**config.mk**
```make
export PLATFORM = sky130hd
export DESIGN_NAME = id_ex_stage
export DESIGN_NICKNAME = d
export VERILOG_FILES = /design/src/rtl/id_ex_stage_pkg.sv /design/src/rtl/id_ex_stage_fwd_mux.sv /design/src/rtl/id_ex_stage.sv
export SDC_FILE = /design/constraint.sdc
export NUM_CORES = 1
export LEC_CHECK = 0
export CAP_MARGIN = 20
export CORE_ASPECT_RATIO = 1.4
export CORE_MARGIN = 4
export CORE_UTILIZATION = 47
export CTS_CLUSTER_DIAMETER = 80
export DETAILED_ROUTE_END_ITERATION = 6
export PLACE_DENSITY = 0.88
export SYNTH_ARGS = -nofsm -noshare
export SYNTH_HDL_FRONTEND = slang
export SYNTH_SLANG_ARGS = --single-unit
```
**constraint.sdc**
```tcl
create_clock -name clk -period 9.5 [get_ports clk]
set_input_delay 2.85 -clock clk [delete_from_list [all_inputs] [get_ports clk]]
set_output_delay 2.85 -clock clk [all_outputs]
set_load 0.01 [all_outputs]
```
**src/rtl/id_ex_stage_pkg.sv**
```systemverilog
// Shared definitions for the ID/EX stage: ALU function codes, datapath widths
// and the control bundle carried from ID into EX.
package id_ex_stage_pkg;

  localparam int unsigned N  = 32;
  localparam int unsigned RA = 5;

  typedef enum logic [2:0] {
    ALU_AND = 3'b000,
    ALU_OR  = 3'b001,
    ALU_ADD = 3'b010,
    ALU_NOP = 3'b011,
    ALU_SUB = 3'b110,
    ALU_SLT = 3'b111
  } alu_func_e;

  typedef struct packed {
    logic mem_read;
    logic mem_write;
    logic mem_to_reg;
    logic reg_write;
    logic valid;
  } ctrl_t;

endpackage

```
**src/rtl/id_ex_stage_fwd_mux.sv**
```systemverilog
// Operand forwarding mux for one EX source register; the MEM result beats
// the WB result, and register $0 is never forwarded.
module fwd_mux #(
  parameter int unsigned N  = 32,
  parameter int unsigned RA = 5
) (
  input  logic [RA-1:0] s,
  input  logic [N-1:0]  reg_val,
  input  logic          mem_reg_write,
  input  logic [RA-1:0] mem_rd,
  input  logic [N-1:0]  mem_val,
  input  logic          wb_reg_write,
  input  logic [RA-1:0] wb_rd,
  input  logic [N-1:0]  wb_val,
  output logic [N-1:0]  fwd_val
);

  always_comb begin
    fwd_val = reg_val;
    if (s != '0) begin
      if (mem_reg_write && (mem_rd == s)) begin
        fwd_val = mem_val;
      end else if (wb_reg_write && (wb_rd == s)) begin
        fwd_val = wb_val;
      end
    end
  end

endmodule

```
**src/rtl/id_ex_stage.sv**
```systemverilog
// ID/EX pipeline register with EX-side operand forwarding and load-use
// hazard detection, feeding the ALU and the EX/MEM register.
module id_ex_stage #(
  parameter int unsigned N        = id_ex_stage_pkg::N,
  parameter int unsigned RA       = id_ex_stage_pkg::RA,
  parameter logic [2:0]  NOP_FUNC = id_ex_stage_pkg::ALU_NOP
) (
  input  logic          clk,
  input  logic          rst,
  input  logic          stall,
  input  logic          flush,
  input  logic          id_valid,
  input  logic [RA-1:0] id_rs,
  input  logic [RA-1:0] id_rt,
  input  logic [RA-1:0] id_rd,
  input  logic [N-1:0]  id_rd1,
  input  logic [N-1:0]  id_rd2,
  input  logic [N-1:0]  id_imm,
  input  logic [2:0]    id_alu_func,
  input  logic          id_alu_src,
  input  logic          id_reg_dst,
  input  logic          id_mem_read,
  input  logic          id_mem_write,
  input  logic          id_mem_to_reg,
  input  logic          id_reg_write,
  input  logic          mem_reg_write,
  input  logic [RA-1:0] mem_rd,
  input  logic [N-1:0]  mem_alu_out,
  input  logic          wb_reg_write,
  input  logic [RA-1:0] wb_rd,
  input  logic [N-1:0]  wb_data,
  output logic [N-1:0]  alu_inp1,
  output logic [N-1:0]  alu_inp2,
  output logic [2:0]    alu_func,
  output logic [N-1:0]  ex_store_data,
  output logic [RA-1:0] ex_dest,
  output logic          ex_mem_read,
  output logic          ex_mem_write,
  output logic          ex_mem_to_reg,
  output logic          ex_reg_write,
  output logic          ex_valid,
  output logic          load_use_hazard
);

  import id_ex_stage_pkg::*;

  logic [RA-1:0] rs_q, rs_d;
  logic [RA-1:0] rt_q, rt_d;
  logic [RA-1:0] dest_q, dest_d;
  logic [N-1:0]  rd1_q, rd1_d;
  logic [N-1:0]  rd2_q, rd2_d;
  logic [N-1:0]  imm_q, imm_d;
  logic [2:0]    func_q, func_d;
  logic          alu_src_q, alu_src_d;
  ctrl_t         ctrl_q, ctrl_d;

  logic [N-1:0]  fwd_rs, fwd_rt;

  assign load_use_hazard = ctrl_q.valid & ctrl_q.mem_read & (dest_q != '0) &
                           ((dest_q == id_rs) | (dest_q == id_rt)) & id_valid;

  always_comb begin
    rs_d      = rs_q;
    rt_d      = rt_q;
    dest_d    = dest_q;
    rd1_d     = rd1_q;
    rd2_d     = rd2_q;
    imm_d     = imm_q;
    func_d    = func_q;
    alu_src_d = alu_src_q;
    ctrl_d    = ctrl_q;
    // flush beats stall, stall beats the hazard; both bubble causes share one path
    if (flush || (!stall && load_use_hazard)) begin
      rs_d      = '0;
      rt_d      = '0;
      dest_d    = '0;
      rd1_d     = '0;
      rd2_d     = '0;
      imm_d     = '0;
      func_d    = NOP_FUNC;
      alu_src_d = 1'b0;
      ctrl_d    = '0;
    end else if (!stall) begin
      rs_d              = id_rs;
      rt_d              = id_rt;
      dest_d            = id_reg_dst ? id_rd : id_rt;
      rd1_d             = id_rd1;
      rd2_d             = id_rd2;
      imm_d             = id_imm;
      func_d            = id_alu_func;
      alu_src_d         = id_alu_src;
      ctrl_d.mem_read   = id_mem_read;
      ctrl_d.mem_write  = id_mem_write;
      ctrl_d.mem_to_reg = id_mem_to_reg;
      ctrl_d.reg_write  = id_reg_write;
      ctrl_d.valid      = id_valid;
    end
  end

  always_ff @(posedge clk) begin
    if (rst) begin
      rs_q      <= '0;
      rt_q      <= '0;
      dest_q    <= '0;
      rd1_q     <= '0;
      rd2_q     <= '0;
      imm_q     <= '0;
      func_q    <= NOP_FUNC;
      alu_src_q <= 1'b0;
      ctrl_q    <= '0;
    end else begin
      rs_q      <= rs_d;
      rt_q      <= rt_d;
      dest_q    <= dest_d;
      rd1_q     <= rd1_d;
      rd2_q     <= rd2_d;
      imm_q     <= imm_d;
      func_q    <= func_d;
      alu_src_q <= alu_src_d;
      ctrl_q    <= ctrl_d;
    end
  end

  fwd_mux #(.N(N), .RA(RA)) u_fwd_rs (
    .s             (rs_q),
    .reg_val       (rd1_q),
    .mem_reg_write (mem_reg_write),
    .mem_rd        (mem_rd),
    .mem_val       (mem_alu_out),
    .wb_reg_write  (wb_reg_write),
    .wb_rd         (wb_rd),
    .wb_val        (wb_data),
    .fwd_val       (fwd_rs)
  );

  fwd_mux #(.N(N), .RA(RA)) u_fwd_rt (
    .s             (rt_q),
    .reg_val       (rd2_q),
    .mem_reg_write (mem_reg_write),
    .mem_rd        (mem_rd),
    .mem_val       (mem_alu_out),
    .wb_reg_write  (wb_reg_write),
    .wb_rd         (wb_rd),
    .wb_val        (wb_data),
    .fwd_val       (fwd_rt)
  );

  assign alu_inp1      = fwd_rs;
  assign alu_inp2      = alu_src_q ? imm_q : fwd_rt;
  assign alu_func      = func_q;
  assign ex_store_data = fwd_rt;
  assign ex_dest       = dest_q;
  assign ex_mem_read   = ctrl_q.mem_read;
  assign ex_mem_write  = ctrl_q.mem_write;
  assign ex_mem_to_reg = ctrl_q.mem_to_reg;
  assign ex_reg_write  = ctrl_q.reg_write;
  assign ex_valid      = ctrl_q.valid;

endmodule

```
==> run summary <==
Worst r2r dst -> ex_mem_write
P&R area growth vs syn -> 50.6%
CP delay by family, top -> buffers and inverters
Outcome -> finished clean
Synth Instances -> 865
LEAKAGE -> 4.43 nW
Hold depth -> 1
H-tree Lvls -> 4
Post-layout net count -> 1328
DRT antenna net count -> 0
CP max stage cell -> clkdlybuf4s50_1
Worst R2R Start -> ex_dest[4]
Unrepaired setup endpoints after global routing -> false
Top-count cell post-synth -> nor2_1
Pin count of the biggest net entering global routing -> 67
Total setup buffers inserted after CTS -> 0
Max-cap violations -> 0
HPWL Detailed -> 20.1 mm
Setup TNS -> 0 ns
# port buffers -> 310
Fill cell count -> 1161
Num CTS Buffers -> 17
Setup Skew -> 0.00691 ns
Global route overflow -> 0
Slew Viols, Final -> 0
Reg2Reg Setup Slack -> 6.73 ns
Wire per inst -> 20.9 um
Rel. slew slack -> 0.300
Clk sink count -> 120
Final core utilization -> 0.726
Min cycle time layout -> 8.61 ns
GRT Total Usage -> 0.302
Core Region -> 15100 um2
Synth warn -> 0
Vias in the first global route -> 7378
Crit. Startpoint -> mem_rd[0]
Most instantiated cells after synthesis -> nor2_1, dfxtp_1, mux2i_1, inv_1, clkbuf_1
Initial antenna violation count -> 1
Seq/Total Area, Yosys -> 0.330
Synth top area share -> 0.330
Fmax -> 116 MHz
Die area -> 17600 um2
Die width -> 113 um
First-pass GRT wire length -> 42.0 mm
Slowest stage delay, CP -> 0.53 ns
GPL Wtd Cong -> 0.965
Post-route DRC -> 0
Crit Path Max Fanout -> 21
Post-cts sizing count -> 0
Final Cycle Share -> 0.907
Post-synthesis async set-or-reset flop share -> 0
Pwr Density -> 136 nW/um2
Syn Nets -> 1066
Critical Path Start Type -> primary input
Class of the worst hold path -> reg -> reg
Starting Density -> 0.482
Via-to-Cell Ratio -> 5.72
Synth Area per Inst -> 8.42 um2
Synth unique cells -> 34
CP arrival -> 5.76 ns
Total wire length -> 27.8 mm
Post-synthesis sequential element count -> 120
Clock buffer depth -> 2
Row cnt -> 53
Required @ worst endpoint -> 6.65 ns
Latest clock arrival within the worst-skew pair -> 0.42 ns
Critical Path Sink Type -> output pin
Clock Root Buffer -> clkbuf_16
Height of the chip -> 155 um
Synth Cell Area -> 7280 um2
I/O pins -> 311
Synth area leader -> dfxtp_1
Post-synth EDFFs -> 0
Prevailing post-synth register cell -> dfxtp_1
Post-CTS Hold Buffers -> 0
CTS tree -> done
Final setup viols -> 0
Clk slew on worst S/H paths -> 0.06 ns
1st-iter DRT viols -> 659
Worst R2R Path Depth -> 7
Crit Path Class -> in -> out
First-pass detailed-route iteration total -> 6
Worst VDD drop -> 0.111 mV
Share of cells above drive strength 1 -> 0.0703
Biggest regs -> imm_q (32), rd1_q (32), rd2_q (32)
Crit path top cell by count -> clkdlybuf4s50_1
Crit path depth -> 8
Final Hold Viols -> 0
Top cells by area, synth -> dfxtp_1, mux2i_1, nor2_1
Crit path to -> alu_inp2[29]
CP cell instances -> clkdlybuf4s50_1 -> xnor2_1 -> nand4_1 -> nor2_4 -> buf_4 -> mux2_2 -> a221o_1 -> clkdlybuf4s50_1
Crit path buf inv count -> 3
Worst-Margin Slew -> 1.05 ns
Routed vias -> 7608
layout by cell type (no fill, tap or decap), types with 34 or more instances in the layout:
| cell type | n |
|---|---|
| nor2_1 | 131 |
| inv_1 | 63 |
| nand4_1 | 34 |
| a21oi_1 | 37 |
| clkdlybuf4s50_1 | 309 |
| nand2_1 | 36 |
| dfxtp_1 | 119 |
| nor3_1 | 35 |
| mux2i_1 | 118 |
worst min-delay path by stage:
stage | startpoint | end | slack (ns)
after CTS | alu_func[1] | alu_func[1] | 0.47
after global placement | alu_func[1] | alu_func[1] | 0.45
after global routing | alu_func[1] | alu_func[1] | 0.49
after floorplan | imm_q[20] | imm_q[20] | 0.46
final | alu_func[1] | alu_func[1] | 0.46
after detailed placement | alu_func[1] | alu_func[1] | 0.45
power breakdown:
part           internal, mW  switching [mW]
sequential            0.520          0.0129
clock                 0.409           0.244
combinational         0.162           0.139
worst reg2reg max path: stages, from the launching register on:
cell and delay [ns]:
dfxtp_1 0.46, xor2_1 0.12, nor3_1 0.19, a22oi_1 0.17, o31ai_4 0.24, buf_4 0.54
buf_4 0.72, nor2_1 0.19
metrics by stage:
step / hold WS (ns) / instances / cell area, um2 / total power [mW] / setup WS [ns]
2_1_floorplan: 0.455 / 865 / 7280 / 0.683 / 2.37
3_3_place_gp: 0.447 / 1298 / 10300 / 0.835 / 0.964
3_5_place_dp: 0.453 / 1299 / 10400 / 0.840 / 0.925
4_1_cts: 0.467 / 1329 / 10900 / 1.49 / 0.914
5_1_grt: 0.491 / 1331 / 11000 / 1.53 / 0.810
6_report: 0.464 / 1331 / 11000 / 1.49 / 0.887
cell type report:
class / instances / area, um2 / share of cell area
Antenna cell: 1 / 2.50 / 0.000228
Inverter: 63 / 236 / 0.0216
Clock inverter: 12 / 155 / 0.0141
Clock buffer: 18 / 429 / 0.0391
Timing Repair Buffer: 324 / 3230 / 0.295
Sequential cell: 120 / 2400 / 0.219
Multi-Input combinational cell: 601 / 4270 / 0.389
Tap cell: 192 / 240 / 0.0219
logic make-up (layout without fill, tap and decap cells):
| group | Yosys count | in the layout | share of synthesized area |
|---|---|---|---|
| AOI/OAI and AO/OA | 141 | 141 | 0.157 |
| xor gates and xnor gates | 30 | 30 | 0.0361 |
| buffers and inverters | 144 | 417 | 0.0885 |
| DFF | 120 | 120 | 0.330 |
| muxes | 150 | 150 | 0.212 |
| other | 0 | 1 | 0 |
| and+or+nand+nor | 280 | 280 | 0.177 |
metal layers:
| layer | up-vias | part of all wire | global-route usage |
|---|---|---|---|
| li1 | 3573 | - | - |
| met1 | 3575 | 0.40 | 0.395 |
| met2 | 403 | 0.48 | 0.481 |
| met3 | 57 | 0.083 | 0.0650 |
| met4 | 0 | 0.035 | 0.130 |
| met5 | - | 0 | 0 |
Note: power is estimated with default switching activity, not from simulation.
==> RTL edit (config.mk and constraints unchanged) <==
Make the reset (`rst`) asynchronous in one clocked block.
--- a/src/rtl/id_ex_stage.sv
+++ b/src/rtl/id_ex_stage.sv
@@ -97,7 +97,7 @@
     end
   end
 
-  always_ff @(posedge clk) begin
+  always_ff @(posedge clk or posedge rst) begin
     if (rst) begin
       rs_q      <= '0;
       rt_q      <= '0;
Formal check against the unedited RTL: differs if rst is asserted again (counterexample within 4 cycles, from zero or initial values and one cycle with rst high); with rst held inactive, the same outputs for 4 cycles.
==> RTL edit against the original RTL <==
- sequential cell count did not move
- routed wire length rose by 7.6%
- cell area rose by 5.5%
- power rose by 9.6%
- cell count rose by 5.9%
- worst setup slack improved by 0.15 ns
- critical path depth did not move
- via count rose by 11%
- sequential share of layout area rose by 4.1 points
- sequential power rose by 7.3%
- area after synthesis rose by 7.2%
- critical path type unchanged
==> RTL edit: results <==
{
  "outcome": "finished, final reports clean",
  "synthTopCellsByArea": "dfrtp_1, nand2_1, a22o_1",
  "portBuffers": 310,
  "skew_ns": 0.00993,
  "yosysUniqueCellTypes": 34,
  "yosysSeqAreaShare_pct": 38.5,
  "finalWirelength_um": 29900,
  "peakVddDrop_uv": 104,
  "timing.critical_path.to": "alu_inp2[8]",
  "ff2ff_path_depth": 6,
  "crit_fanout": 32,
  "r2r_setup_slack_ns": 7.18,
  "p_sw_mw": 0.468,
  "route.met3.wl_um": 2140,
  "cts_inserted_buffers": 17,
  "gr-usage-all-layers_pct": 31.0,
  "root_buffer": "clkbuf_16",
  "reg_top3": "imm_q x32, rd1_q x32, rd2_q x32",
  "syn_nets": 1141,
  "rr_endpoint": "rd1_q[7]$_DFFE_PP0P_",
  "grt_pass1_vias": 8178,
  "synthTopCellsByCount": "nand2_1, dfrtp_1, a21oi_1",
  "antenna_found_initial": 3,
  "place.gp.congestion": 0.947,
  "async_flop_share_pct": 100,
  "highest_layer": "met4",
  "cp_top_family": "buffers and inverters",
  "clk_latency_ns": 0.41,
  "route.met2.wl_um": 14600,
  "dpl.hpwl_um": 20800,
  "worstHoldStart": "alu_func[2]$_DFFE_PP0P_",
  "layout-drive-gt1-share_pct": 11.0,
  "grt_pass1_wl_um": 45300,
  "post-cts-setup-buffer-count": 0,
  "ys.flop_type": "dfrtp_1",
  "vias": 8446,
  "pre_cts_ws_ns": 1.05,
  "fin_crit_sh_pct": 89.1,
  "cts-resized-gates": 0,
  "max_slew.worst_pin.slew_ns": 1.09,
  "synth_warnings": 0,
  "grt_max_degree": 104,
  "cts.clk_slew.worst_paths_ns": 0.06,
  "final_nets": 1395,
  "crit_start": "mem_rd[2]",
  "cp.arrival_ns": 5.61,
  "met1_length_um": 11600,
  "p_leak_nw": 4.87,
  "max_stage_delay_ns": 0.52,
  "drtIter0Drc": 921,
  "r2r_start": "ex_dest[0]$_DFFE_PP0P_"
}
RTL edit: cells by family after synthesis:
family,share of synthesized area [%]
AND/OR/NAND/NOR,19.4
AO/OA/AOI/OAI,25.2
buffers and inverters,8.30
flip-flops,38.5
multiplexers,5.26
XOR/XNOR,3.37
RTL edit: worst min-delay path by stage:
stage	end	slack [ns]	cells past startpoint
after floorplan	rd1_q[31]$_DFFE_PP0P_	0.47	1
after global placement	alu_func[2]$_DFFE_PP0P_	0.49	1
after detailed placement	ex_mem_to_reg$_DFFE_PP0P_	0.49	1
after CTS	ex_mem_to_reg$_DFFE_PP0P_	0.51	1
after global routing	ex_reg_write$_DFFE_PP0P_	0.53	1
final	alu_func[2]$_DFFE_PP0P_	0.51	1
RTL edit: worst register-to-register path: cells and delay by family, from the launching register on:
family | cells | cell delay [ns]
AO/OA/AOI/OAI | 3 | 0.62
XOR/XNOR | 1 | 0.20
buffers and inverters | 1 | 0.67
flip-flops | 1 | 0.46
AND/OR/NAND/NOR | 1 | 0.21
RTL edit: final cells by class:
cell class	count	area [µm²]
clock buffers	19	433
flip-flops and latches	120	3010
fillers	1262	4670
diodes	3	7.51
multi-input cells	664	4210
well taps	199	249
clock inverters	13	155
inverters	66	250
repair buffers	325	3270
RTL edit: routing by layer:
layer	GRT usage, %	vias to the layer above
li1	-	3813
met1	40.6	4041
met2	48.9	487
met3	5.28	105
met4	15.8	0
met5	0	-
RTL edit: metrics by stage:
step           hold WS (ns)  cells  cell area [µm²]  power (mW)  utilization [%]
4_1_cts               0.513   1404            11500        1.63             71.0
5_1_grt               0.528   1409            11600        1.69             71.3
3_3_place_gp          0.490   1371            10900       0.973             67.2
6_report              0.511   1409            11600        1.63             71.3
2_1_floorplan         0.473    940             7810       0.765                -
3_5_place_dp          0.495   1372            10900       0.982             67.4
RTL edit: power by group through the flow:
stage	Sequential, mW	Combinational, mW	Clock [mW]
3_5_place_dp	0.579	0.403	0
3_3_place_gp	0.578	0.395	0
5_1_grt	0.575	0.436	0.683
4_1_cts	0.570	0.406	0.656
2_1_floorplan	0.570	0.195	0
6_report	0.572	0.409	0.649
